### config.mk
export PLATFORM = sky130hd
export DESIGN_NAME = ex_muldiv
export DESIGN_NICKNAME = d
export VERILOG_FILES = /design/src/rtl/ex_muldiv_pkg.sv /design/src/rtl/ex_muldiv_div_iter.sv /design/src/rtl/ex_muldiv.sv
export SDC_FILE = /design/constraint.sdc
export NUM_CORES = 2
export LEC_CHECK = 0
export CORE_AREA = 2 2 338 340
export DETAILED_ROUTE_END_ITERATION = 12
export DIE_AREA = 0 0 340 342
export PLACE_DENSITY_LB_ADDON = 0.1
export SYNTH_ARGS = -nofsm -noshare
export SYNTH_HDL_FRONTEND = slang
export SYNTH_SLANG_ARGS = --single-unit
### constraint.sdc
create_clock -name clk -period 11 [get_ports clk]
set_input_delay 3.3 -clock clk [delete_from_list [all_inputs] [get_ports clk]]
set_output_delay 3.3 -clock clk [all_outputs]
set_load 0.01 [all_outputs]
### src/rtl/ex_muldiv_pkg.sv
// ---------------------------------------------------------------------------
// ex_muldiv_pkg
// Shared types and constants for the EX-stage multiply/divide unit:
//   muldiv_op_t     - operation selector presented on req_op
//   muldiv_state_t  - FSM state encoding of ex_muldiv
//   MULDIV_*        - request-to-result latencies in cycles
// Helper functions classify an opcode (muldiv or not, divide class, signed).
// ---------------------------------------------------------------------------
package ex_muldiv_pkg;

    typedef enum logic [3:0] {
        MD_NONE  = 4'd0,
        MD_MULT  = 4'd1,
        MD_MULTU = 4'd2,
        MD_DIV   = 4'd3,
        MD_DIVU  = 4'd4,
        MD_MADD  = 4'd5,
        MD_MADDU = 4'd6,
        MD_MSUB  = 4'd7,
        MD_MSUBU = 4'd8,
        MD_MUL   = 4'd9
    } muldiv_op_t;

    typedef enum logic [2:0] {
        ST_IDLE = 3'd0,
        ST_MUL  = 3'd1,
        ST_DIV  = 3'd2,
        ST_FIX  = 3'd3,
        ST_DONE = 3'd4
    } muldiv_state_t;

    localparam int MULDIV_MUL_LATENCY = 3;
    localparam int MULDIV_DIV_LATENCY = 34;

    function automatic logic is_muldiv(input muldiv_op_t op);
        logic r;
        case (op)
            MD_MULT, MD_MULTU, MD_DIV, MD_DIVU, MD_MADD,
            MD_MADDU, MD_MSUB, MD_MSUBU, MD_MUL: r = 1'b1;
            default:                             r = 1'b0;
        endcase
        return r;
    endfunction

    function automatic logic is_div(input muldiv_op_t op);
        return (op == MD_DIV) || (op == MD_DIVU);
    endfunction

    function automatic logic is_signed_op(input muldiv_op_t op);
        logic r;
        case (op)
            MD_MULT, MD_DIV, MD_MADD, MD_MSUB, MD_MUL: r = 1'b1;
            default:                                   r = 1'b0;
        endcase
        return r;
    endfunction

endpackage

### src/rtl/ex_muldiv_div_iter.sv
// ---------------------------------------------------------------------------
// div_iter
// Unsigned restoring divider, one quotient bit per step.
//   clk, rst_n  - clock, asynchronous active-low reset
//   clear       - abandon the current division (pipeline flush)
//   start       - load dividend/divisor and reset the partial remainder
//   step        - perform one iteration
//   dividend_i  - W-bit unsigned dividend
//   divisor_i   - W-bit unsigned divisor
//   quotient_o  - quotient, valid after W steps
//   remainder_o - remainder, valid after W steps
// The dividend is shifted out of the quotient register's MSB while quotient
// bits are shifted in at the LSB, so one register serves both roles.
// ---------------------------------------------------------------------------
module div_iter #(
    parameter int W = 32
) (
    input  logic         clk,
    input  logic         rst_n,
    input  logic         clear,
    input  logic         start,
    input  logic         step,
    input  logic [W-1:0] dividend_i,
    input  logic [W-1:0] divisor_i,
    output logic [W-1:0] quotient_o,
    output logic [W-1:0] remainder_o
);

    logic [W-1:0] rem_q, rem_d;
    logic [W-1:0] quo_q, quo_d;
    logic [W-1:0] dvs_q;
    logic [W:0]   shifted;
    logic [W:0]   diff;

    // Trial subtraction on W+1 bits: the shifted remainder is always below
    // twice the divisor, so bit W of the difference is a clean sign bit.
    always_comb begin
        shifted = {rem_q, quo_q[W-1]};
        diff    = shifted - {1'b0, dvs_q};
        if (!diff[W]) begin
            rem_d = diff[W-1:0];
            quo_d = {quo_q[W-2:0], 1'b1};
        end else begin
            rem_d = shifted[W-1:0];
            quo_d = {quo_q[W-2:0], 1'b0};
        end
    end

    always_ff @(posedge clk or negedge rst_n) begin
        if (!rst_n) begin
            rem_q <= '0;
            quo_q <= '0;
            dvs_q <= '0;
        end else if (clear) begin
            rem_q <= '0;
            quo_q <= '0;
            dvs_q <= '0;
        end else if (start) begin
            rem_q <= '0;
            quo_q <= dividend_i;
            dvs_q <= divisor_i;
        end else if (step) begin
            rem_q <= rem_d;
            quo_q <= quo_d;
        end
    end

    assign quotient_o  = quo_q;
    assign remainder_o = rem_q;

endmodule

### src/rtl/ex_muldiv.sv
// ---------------------------------------------------------------------------
// ex_muldiv
// EX-stage multi-cycle multiply/divide unit producing a {HI,LO} result.
//   clk, rst_n  - clock, asynchronous active-low reset
//   req_valid   - EX holds a mul/div instruction (held while stall_req=1)
//   req_op      - operation (muldiv_op_t); other values are ignored
//   req_a/req_b - rs/rt operands
//   hilo_in     - forwarded {HI,LO}, accumulator for MADD/MSUB
//   flush       - discard any operation in flight, return to IDLE
//   advance     - EX moves to MM this cycle; releases a finished result
//   stall_req   - hold the pipeline while the result is pending
//   res_valid   - result available (DONE state)
//   res_hilo    - {HI,LO}; for MUL, bits [31:0] are the GPR result
// Multiply class: 3 cycles from request to result. Divide class: 34 cycles
// (latch, 32 iterations, sign fix-up).
// ---------------------------------------------------------------------------
module ex_muldiv
    import ex_muldiv_pkg::*;
#(
    parameter int DIV_CYCLES  = 32,
    parameter int MUL_LATENCY = MULDIV_MUL_LATENCY
) (
    input  logic        clk,
    input  logic        rst_n,
    input  logic        req_valid,
    input  muldiv_op_t  req_op,
    input  logic [31:0] req_a,
    input  logic [31:0] req_b,
    input  logic [63:0] hilo_in,
    input  logic        flush,
    input  logic        advance,
    output logic        stall_req,
    output logic        res_valid,
    output logic [63:0] res_hilo
);

    muldiv_state_t state_q, state_d;
    logic [5:0]    cnt_q, cnt_d;
    logic          stall_c;
    logic          accept;

    // Latched operation context
    muldiv_op_t          op_q;
    logic [31:0]         a_q;
    logic signed [32:0]  mul_a_q;
    logic signed [32:0]  mul_b_q;
    logic [63:0]         acc_q;
    logic                neg_quo_q;
    logic                neg_rem_q;
    logic                bzero_q;

    // Multiply pipeline and result
    logic signed [65:0]  prod_full;
    logic [63:0]         prod_q;
    logic [63:0]         mul_final;
    logic [63:0]         div_final;
    logic [63:0]         res_q;

    // Divider interface
    logic                req_sgn;
    logic [31:0]         dvd_abs;
    logic [31:0]         dvs_abs;
    logic [31:0]         quo;
    logic [31:0]         rem;

    function automatic logic [31:0] cond_neg(input logic [31:0] v, input logic n);
        return n ? (~v + 32'd1) : v;
    endfunction

    assign accept  = (state_q == ST_IDLE) && req_valid && !flush && is_muldiv(req_op);
    assign req_sgn = is_signed_op(req_op);
    assign dvd_abs = cond_neg(req_a, req_sgn && req_a[31]);
    assign dvs_abs = cond_neg(req_b, req_sgn && req_b[31]);

    // ---------------- FSM ----------------
    always_ff @(posedge clk or negedge rst_n) begin
        if (!rst_n) begin
            state_q <= ST_IDLE;
            cnt_q   <= '0;
        end else begin
            state_q <= state_d;
            cnt_q   <= cnt_d;
        end
    end

    always_comb begin
        state_d = state_q;
        cnt_d   = cnt_q;
        stall_c = 1'b0;
        case (state_q)
            ST_IDLE: begin
                // Stall in the request cycle itself so EX holds the operands.
                stall_c = req_valid && is_muldiv(req_op);
                if (accept) begin
                    if (is_div(req_op)) begin
                        state_d = ST_DIV;
                        cnt_d   = 6'(DIV_CYCLES);
                    end else begin
                        state_d = ST_MUL;
                        cnt_d   = 6'(MUL_LATENCY - 1);
                    end
                end
            end
            ST_MUL: begin
                stall_c = 1'b1;
                cnt_d   = cnt_q - 6'd1;
                if (cnt_q <= 6'd1) begin
                    state_d = ST_DONE;
                end
            end
            ST_DIV: begin
                stall_c = 1'b1;
                cnt_d   = cnt_q - 6'd1;
                if (cnt_q <= 6'd1) begin
                    state_d = ST_FIX;
                end
            end
            ST_FIX: begin
                stall_c = 1'b1;
                state_d = ST_DONE;
            end
            ST_DONE: begin
                if (advance) begin
                    state_d = ST_IDLE;
                end
            end
            default: begin
                state_d = ST_IDLE;
            end
        endcase
        // Flush wins over everything, including a request in the same cycle.
        if (flush) begin
            state_d = ST_IDLE;
            stall_c = 1'b0;
        end
    end

    // ---------------- Operand latch (stage p0) ----------------
    always_ff @(posedge clk) begin
        if (accept) begin
            op_q      <= req_op;
            a_q       <= req_a;
            mul_a_q   <= $signed({req_sgn & req_a[31], req_a});
            mul_b_q   <= $signed({req_sgn & req_b[31], req_b});
            acc_q     <= hilo_in;
            neg_quo_q <= req_sgn && (req_a[31] ^ req_b[31]);
            neg_rem_q <= req_sgn && req_a[31];
            bzero_q   <= (req_b == 32'd0);
        end
    end

    // ---------------- Product (stage p1) ----------------
    assign prod_full = mul_a_q * mul_b_q;

    always_ff @(posedge clk) begin
        if (state_q == ST_MUL) begin
            prod_q <= prod_full[63:0];
        end
    end

    always_comb begin
        case (op_q)
            MD_MADD, MD_MADDU: mul_final = acc_q + prod_q;
            MD_MSUB, MD_MSUBU: mul_final = acc_q - prod_q;
            default:           mul_final = prod_q;
        endcase
    end

    // ---------------- Divider ----------------
    div_iter #(
        .W(32)
    ) u_div_iter (
        .clk        (clk),
        .rst_n      (rst_n),
        .clear      (flush),
        .start      (accept && is_div(req_op)),
        .step       (state_q == ST_DIV),
        .dividend_i (dvd_abs),
        .divisor_i  (dvs_abs),
        .quotient_o (quo),
        .remainder_o(rem)
    );

    // Divide by zero bypasses the sign fix so HI returns the raw dividend.
    assign div_final = bzero_q ? {a_q, 32'hFFFF_FFFF}
                               : {cond_neg(rem, neg_rem_q), cond_neg(quo, neg_quo_q)};

    // ---------------- Result register (stage p2) ----------------
    always_ff @(posedge clk or negedge rst_n) begin
        if (!rst_n) begin
            res_q <= '0;
        end else if (!flush) begin
            if ((state_q == ST_MUL) && (cnt_q <= 6'd1)) begin
                res_q <= mul_final;
            end else if (state_q == ST_FIX) begin
                res_q <= div_final;
            end
        end
    end

    // Gated by rst_n so the combinational IDLE stall also reads 0 in reset.
    assign stall_req = stall_c && rst_n;
    assign res_valid = (state_q == ST_DONE);
    assign res_hilo  = res_q;

endmodule

# Word-level counts from Yosys, hierarchy flattened
# Memories as Yosys holds them, arrays and structs flattened.
# Index checks and enable logic that the tools add are counted.
[word_totals]
reg_bits = 402
inputBits = 137
memories = 2
romBits = 32
out_inout_bits = 66
word_cells = 112
[mem_list]
columns = ["memory", "words", "width", "read_ports", "rd_ports_with_merged_regs", "wr", "line", "source"]
rows = [
  ["(name not given)", 16, 1, 1, 0, 0, "ex_muldiv_pkg.sv:37", "case (op)"],
  ["(name not given)", 16, 1, 1, 0, 0, "ex_muldiv_pkg.sv:37", ""],
]
[classes]
order_cmp = 1
n_addsub = 8
n_reduce_logical = 26
bitwise_logic = 8
muxes = 32
multipliers = 1
n_eq_ne = 19
[ops]
columns = ["op", "count"]
rows = [
  ["$mux W32", 13],
  ["$mux W64", 3],
  ["$add A32 B1 Y32 const B", 4],
  ["$not A32 Y32", 4],
  ["$pmux W64 S2", 1],
  ["$add A64 B64 Y64", 1],
  ["$mul A33 B33 Y64", 1],
  ["$sub A64 B64 Y64", 1],
  ["$sub A33 B32 Y33", 1],
  ["$logic_not A32 Y1", 1],
  ["$eq A4 B3 Y1 const B", 6],
  ["$mux W3", 5],
  ["$pmux W3 S5", 1],
  ["$mux W6", 2],
  ["$ne A3 B3 Y1 const B", 4],
  ["$pmux W6 S2", 1],
  ["$logic_and A1 B1 Y1", 10],
  ["$eq A4 B4 Y1 const B", 2],
  ["$eq A3 B2 Y1 const B", 2],
  ["$le A6 B1 Y1 const B", 1],
  ["$reduce_bool A2 Y1", 3],
  ["$reduce_or A2 Y1", 3],
  ["$sub A6 B1 Y6 const B", 1],
  ["$reduce_or A5 Y1", 1],
  ["other kinds (18)", 23],
]

# Logic depth before layout (Yosys ltp)
[depth]
depth_word = 7
mapped_depth = 31
depth_no_buf = 27

# Modules after synthesis
# A second synthesis with hierarchy kept.
[hier_totals]
hier_cells = 6734
area_unflattened_um2 = 62327.3
[by_module_without_submodules]
columns = ["mod", "seq_area_each_um2", "cells_per_inst", "instances", "area_per_inst_um2"]
rows = [
  ["ex_muldiv", 7832.5, 5995, 1, 55947.4],
  ["div_iter", 2402.3, 739, 1, 6379.9],
]

# Least setup slack after synthesis
# OpenSTA, ideal clock, no wires.
[synth_path]
path_type = "in2reg"
from = "input port req_op[1]"
to = "register u_div_iter.quo_q[1], in the netlist u_div_iter.quotient_o[1]"
arrival_time_ns = 11.075
setup_ns = 0.141
n_path_buf = 3
path_slack_ns = -0.216
path_stages = 8
t_required_ns = 10.859
path_cell_list = "o21ai_0 nand3_1 nor2_1 and2_1 clkbuf_1 clkbuf_1 buf_1 a31oi_1"
[synth_between]
word_cells_on_any_way = 17
cone_classes = "eq/ne (6); mux (4); reduce/logical (6); memory (1)"
[synth_rtl]
columns = ["item", "line", "source"]
rows = [
  ["start, declared", "ex_muldiv.sv:26", "input muldiv_op_t req_op,"],
  ["$mem_v2 Z16 W1 (*)", "--", ""],
  ["$logic_and A1 B1 Y1 (*)", "ex_muldiv.sv:70", "assign accept = (state_q == ST_IDLE) && req_valid && !flush && is_muldiv(req_op);"],
  ["named net accept", "ex_muldiv.sv:40", "logic accept;"],
  ["$logic_and A1 B1 Y1 (*)", "ex_muldiv.sv:176", ".start (accept && is_div(req_op)),"],
  ["$mux W32", "ex_muldiv_div_iter.sv:58", "end else if (start) begin"],
  ["$mux W32", "ex_muldiv_div_iter.sv:54", "end else if (clear) begin"],
  ["end signal, assigned", "ex_muldiv_div_iter.sv:60", "quo_q <= dividend_i;"],
  ["end signal, assigned", "ex_muldiv_div_iter.sv:64", "quo_q <= quo_d;"],
  ["end, declared", "ex_muldiv_div_iter.sv:30", "logic [W-1:0] quo_q, quo_d;"],
]
# The timed path passes the listed nets; every way through them passes the cells marked *.
# A chain may end at the register's enable or synchronous reset.

# Worst setup path after layout
[layout_path]
from = "register mul_a_q[32]"
to = "register prod_q[62], data pin"
[layout_between]
elab_chain_len = 1
[layout_rtl]
columns = ["item", "line", "source"]
rows = [
  ["start, declared", "ex_muldiv.sv:45", "logic signed [32:0] mul_a_q;"],
  ["start signal, assigned", "ex_muldiv.sv:143", "mul_a_q <= $signed({req_sgn & req_a[31], req_a});"],
  ["$mul A33 B33 Y64", "ex_muldiv.sv:153", "assign prod_full = mul_a_q * mul_b_q;"],
  ["named net prod_full[62]", "ex_muldiv.sv:53", "logic signed [65:0] prod_full;"],
  ["end signal, assigned", "ex_muldiv.sv:157", "prod_q <= prod_full[63:0];"],
  ["end, declared", "ex_muldiv.sv:54", "logic [63:0] prod_q;"],
]
# The timed path passes the listed nets, and every way through them passes these cells.

==> results.txt <==
The number of flip-flops and latches in the synthesized netlist is 369. The total track usage came out at 0.328. The headroom to the max-slew limit is 0.178. The total wirelength of the detailed-routed design is 189000 um. The standard cell core area came out at 0.113 mm^2. The number of nets in the synthesized netlist came out at 8221. The buffers inserted during post-CTS setup optimization came out at 0. At the worst endpoint, the required time is 11.33 ns. The number of sinks on the clock net is 369. Yosys printed 0 warnings. The count of buffers from port buffering is 202.

The CTS clock-pin slew for the worst setup and hold paths is 0.07 ns. The maximum number of pins on one net before global-route repair is 83. The synthesized netlist cell count came out at 6643. In the post-route analysis, the smallest setup slack over all paths is 1.67 ns. The area share of the largest cell type after synthesis is 0.367.

The number of global-route vias before repair was 47.8k. The final-report hold violation count is 0. After routing, the total negative slack on setup checks comes to 0 ns.

The overall via count from detail_route is 47.2k. The floorplan has 124 rows. Summed over all nets, the half-perimeter wirelength after detailed placement is 152000 um. The post-detailed-route wirelength per cell came out at 23.0 um.

The maximum frequency from static timing analysis is 107 MHz. The maximum clock insertion buffer count is 3. The number of enable flip-flop cells after synthesis is 200.

The number of failing setup endpoints in the final timing report came out at 0. The prevailing post-synth register cell is edfxtp_1. The die outline width came out at 340 um. The CTS tree is built. The floorplan die area came out at 0.116 mm^2. Before CTS, the worst setup slack after placement is 1.76 ns. The endpoint type of the worst setup path is a flop. The floorplan step set the die height to 342 um. For this configuration, the core starts out at a cell density of 0.544.

The share of the clock period used by the worst path came out at 0.848. At the pin with the least slew margin, the transition time is 1.23 ns. The number of detailed-routing iterations run before antenna repair came out at 6. Of all cell types, the one taking the most synthesized area is fa_1. The max-slew violation count is 0.

Clock latency on the worst-skew pair, taken at its later pin, is 0.59 ns. The number of nets in the layout is 8232. CTS placed an instance of clkbuf_16 at the clock tree root.

In this run, the number of DRC markers left after iteration 0 of detailed routing was 4175. The average size of a mapped cell came out at 9.26 um^2. After the flow finishes, the layout carries non-filler instances totaling 8204. The final routed DRC violation total came out at 0. The sequential share of the synthesized area came out at 0.166. After global routing the overflow that remains totals 0. The class of the most critical setup path is flop to flop. The post-synth design cell area is 0.0615 mm^2. The fraction of final layout cells sized beyond drive strength 1 is 0.0317. In the layout the commonest cells are 1131 x inv_1, 1127 x fa_1, 891 x nand2_1, 551 x and2_1, 314 x ha_1. The count of H-tree levels built during CTS is 2. The signed area change from the synthesized netlist to the final layout came out at 7.83%.

After detailed routing, the number of vias per cell comes to 5.76. The cts-stage hold buffer count came out at 0. The global placer's final weighted congestion came out at 0.940.

The library cell used most frequently in the layout, excluding fill and tap cells, is inv_1. The min-delay analysis places its worst path in the category flop to flop. The worst setup path is launched from a flop. The number of placed instances, taps included came out at 8124. Hold timing on the final database bottoms out at a slack of 0.476 ns. The maximum net fanout on the critical path came out at 33. The flow ran to the end, and the final reports show no timing, DRC or antenna violations. The total of max-cap violations came out at 0. At the worst endpoint, the arrival time is 9.67 ns.

For the final database, setup skew stands at 0.0226 ns. Sorting the synthesized cells by area gives the leading types as fa_1 37%, edfxtp_1 9.8%, inv_1 6.9%. The post-route minimum period came out at 9.33 ns. The number of clock buffers added by TritonCTS is 40. The first global-routing pass estimated 289000 um of wire. The number of antenna violations at the first check in global routing is 7. The fraction of registers with async set/reset is 0.458. The post-detailed-route count of antenna-violating nets is 0. The synthesized netlist contains 78 unique library cells. The number of top-level pins came out at 203. Setup repair after global routing left no endpoint under its margin.

The number of resized instances in the post-cts repair step came out at 0.
-- layout make-up --
class / count / area (um^2)
fill: 9973 / 46700
multi-input combinational: 4802 / 45800
sequential: 369 / 10200
inverter: 1131 / 4250
timing repair buffer: 310 / 2830
tap: 1512 / 1890
clock buffer: 49 / 1060
clock inverter: 25 / 249
antenna: 6 / 15.0
-- metal layers --
| layer | vias up | routed length, um | global-route usage |
|---|---|---|---|
| met4 | 4 | 7080 | 0.106 |
| met2 | 1667 | 92200 | 0.549 |
| met3 | 314 | 12200 | 0.0394 |
| met5 | - | 27 | 0 |
| met1 | 24300 | 77000 | 0.448 |
| li1 | 20900 | - | - |
-- stage by stage --
stage	utilization	area, um^2
after floorplan	-	61500
after CTS	0.587	66300
final	0.587	66400
after global routing	0.587	66400
after detailed placement	0.575	65000
after global placement	0.575	65000
-- sequential cells by signal, indices dropped and copies added (netlist names), 4 cells and up --
signal,flops
res_hilo,64
u_div_iter.remainder_o,32
acc_q,64
op_q,4
cnt_q,6
u_div_iter.quotient_o,32
prod_q,64
u_div_iter.dvs_q,32
mul_b_q,33
a_q,31
-- worst max-delay path: stages (launching register included) --
cell,delay (ns)
edfxtp_1,1.11
nand2_1,0.21
inv_1,0.19
fa_1,0.49
fa_1,0.57
fa_1,0.51
buf_4,0.20
inv_1,0.14
fa_1,0.83
inv_1,0.39
fa_1,0.57
fa_1,0.51
fa_1,0.49
inv_1,0.05
fa_1,0.47
inv_1,0.04
ha_1,0.38
a21o_1,0.21
a21o_1,0.16
a21o_1,0.18
a21o_1,0.17
a211oi_1,0.26
a21oi_1,0.13
o21ai_0,0.22
nand2b_1,0.13
a311oi_1,0.34
xnor2_1,0.10
-- logic make-up (layout without fill, tap and decap cells) --
family	after synthesis	count (layout)	share of synthesized area
AOI/OAI and AO/OA	977	977	0.0979
xor gates and xnor gates	344	344	0.0491
adders and majority gates	1441	1441	0.430
buffers and inverters	1472	1515	0.0899
DFF	369	369	0.166
muxes	46	46	0.00750
other	0	6	0
and+or+nand+nor	1994	1994	0.159
-- worst paths after layout --
path	cells after the start	end	slack, ns	start
hold / removal	2	res_hilo[10]	0.48	res_hilo[10]
hold reg to reg	2	res_hilo[10]	0.48	res_hilo[10]
setup / recovery	26	prod_q[62]	1.67	mul_a_q[32]
min in group asynchronous	1	cnt_q[2]	2.70	rst_n
max in group asynchronous	2	res_hilo[9]	7.02	rst_n
setup reg to reg	26	prod_q[62]	1.67	mul_a_q[32]
-- cell usage after synthesis, types with 7 or more instances --
master	n
and2_1	552
a31oi_1	30
o21ai_0	274
and4_1	7
o21bai_1	27
ha_1	314
nand2_1	892
nor3_1	56
a211oi_1	29
nor3b_1	7
inv_1	1131
edfxtp_1	200
a311oi_1	9
or4_1	23
xor2_1	135
nand2b_1	25
or3_1	36
o21a_1	18
nand3_1	46
dfrtp_1	169
o221ai_1	9
buf_1	9
or2_2	11
a221oi_1	10
fa_1	1127
and3_1	24
a21boi_0	7
a21oi_1	285
nand4_1	36
o22ai_1	30
xnor2_1	208
o41ai_1	23
mux2i_1	45
clkbuf_1	328
nor2b_1	48
o211ai_1	25
nor2_1	188
a21o_1	90
o31ai_1	55
nor4_1	18
Power is left out: the tool's default activity adds up to more than one toggle a clock period on the data nets, which glitch-free logic cannot reach.
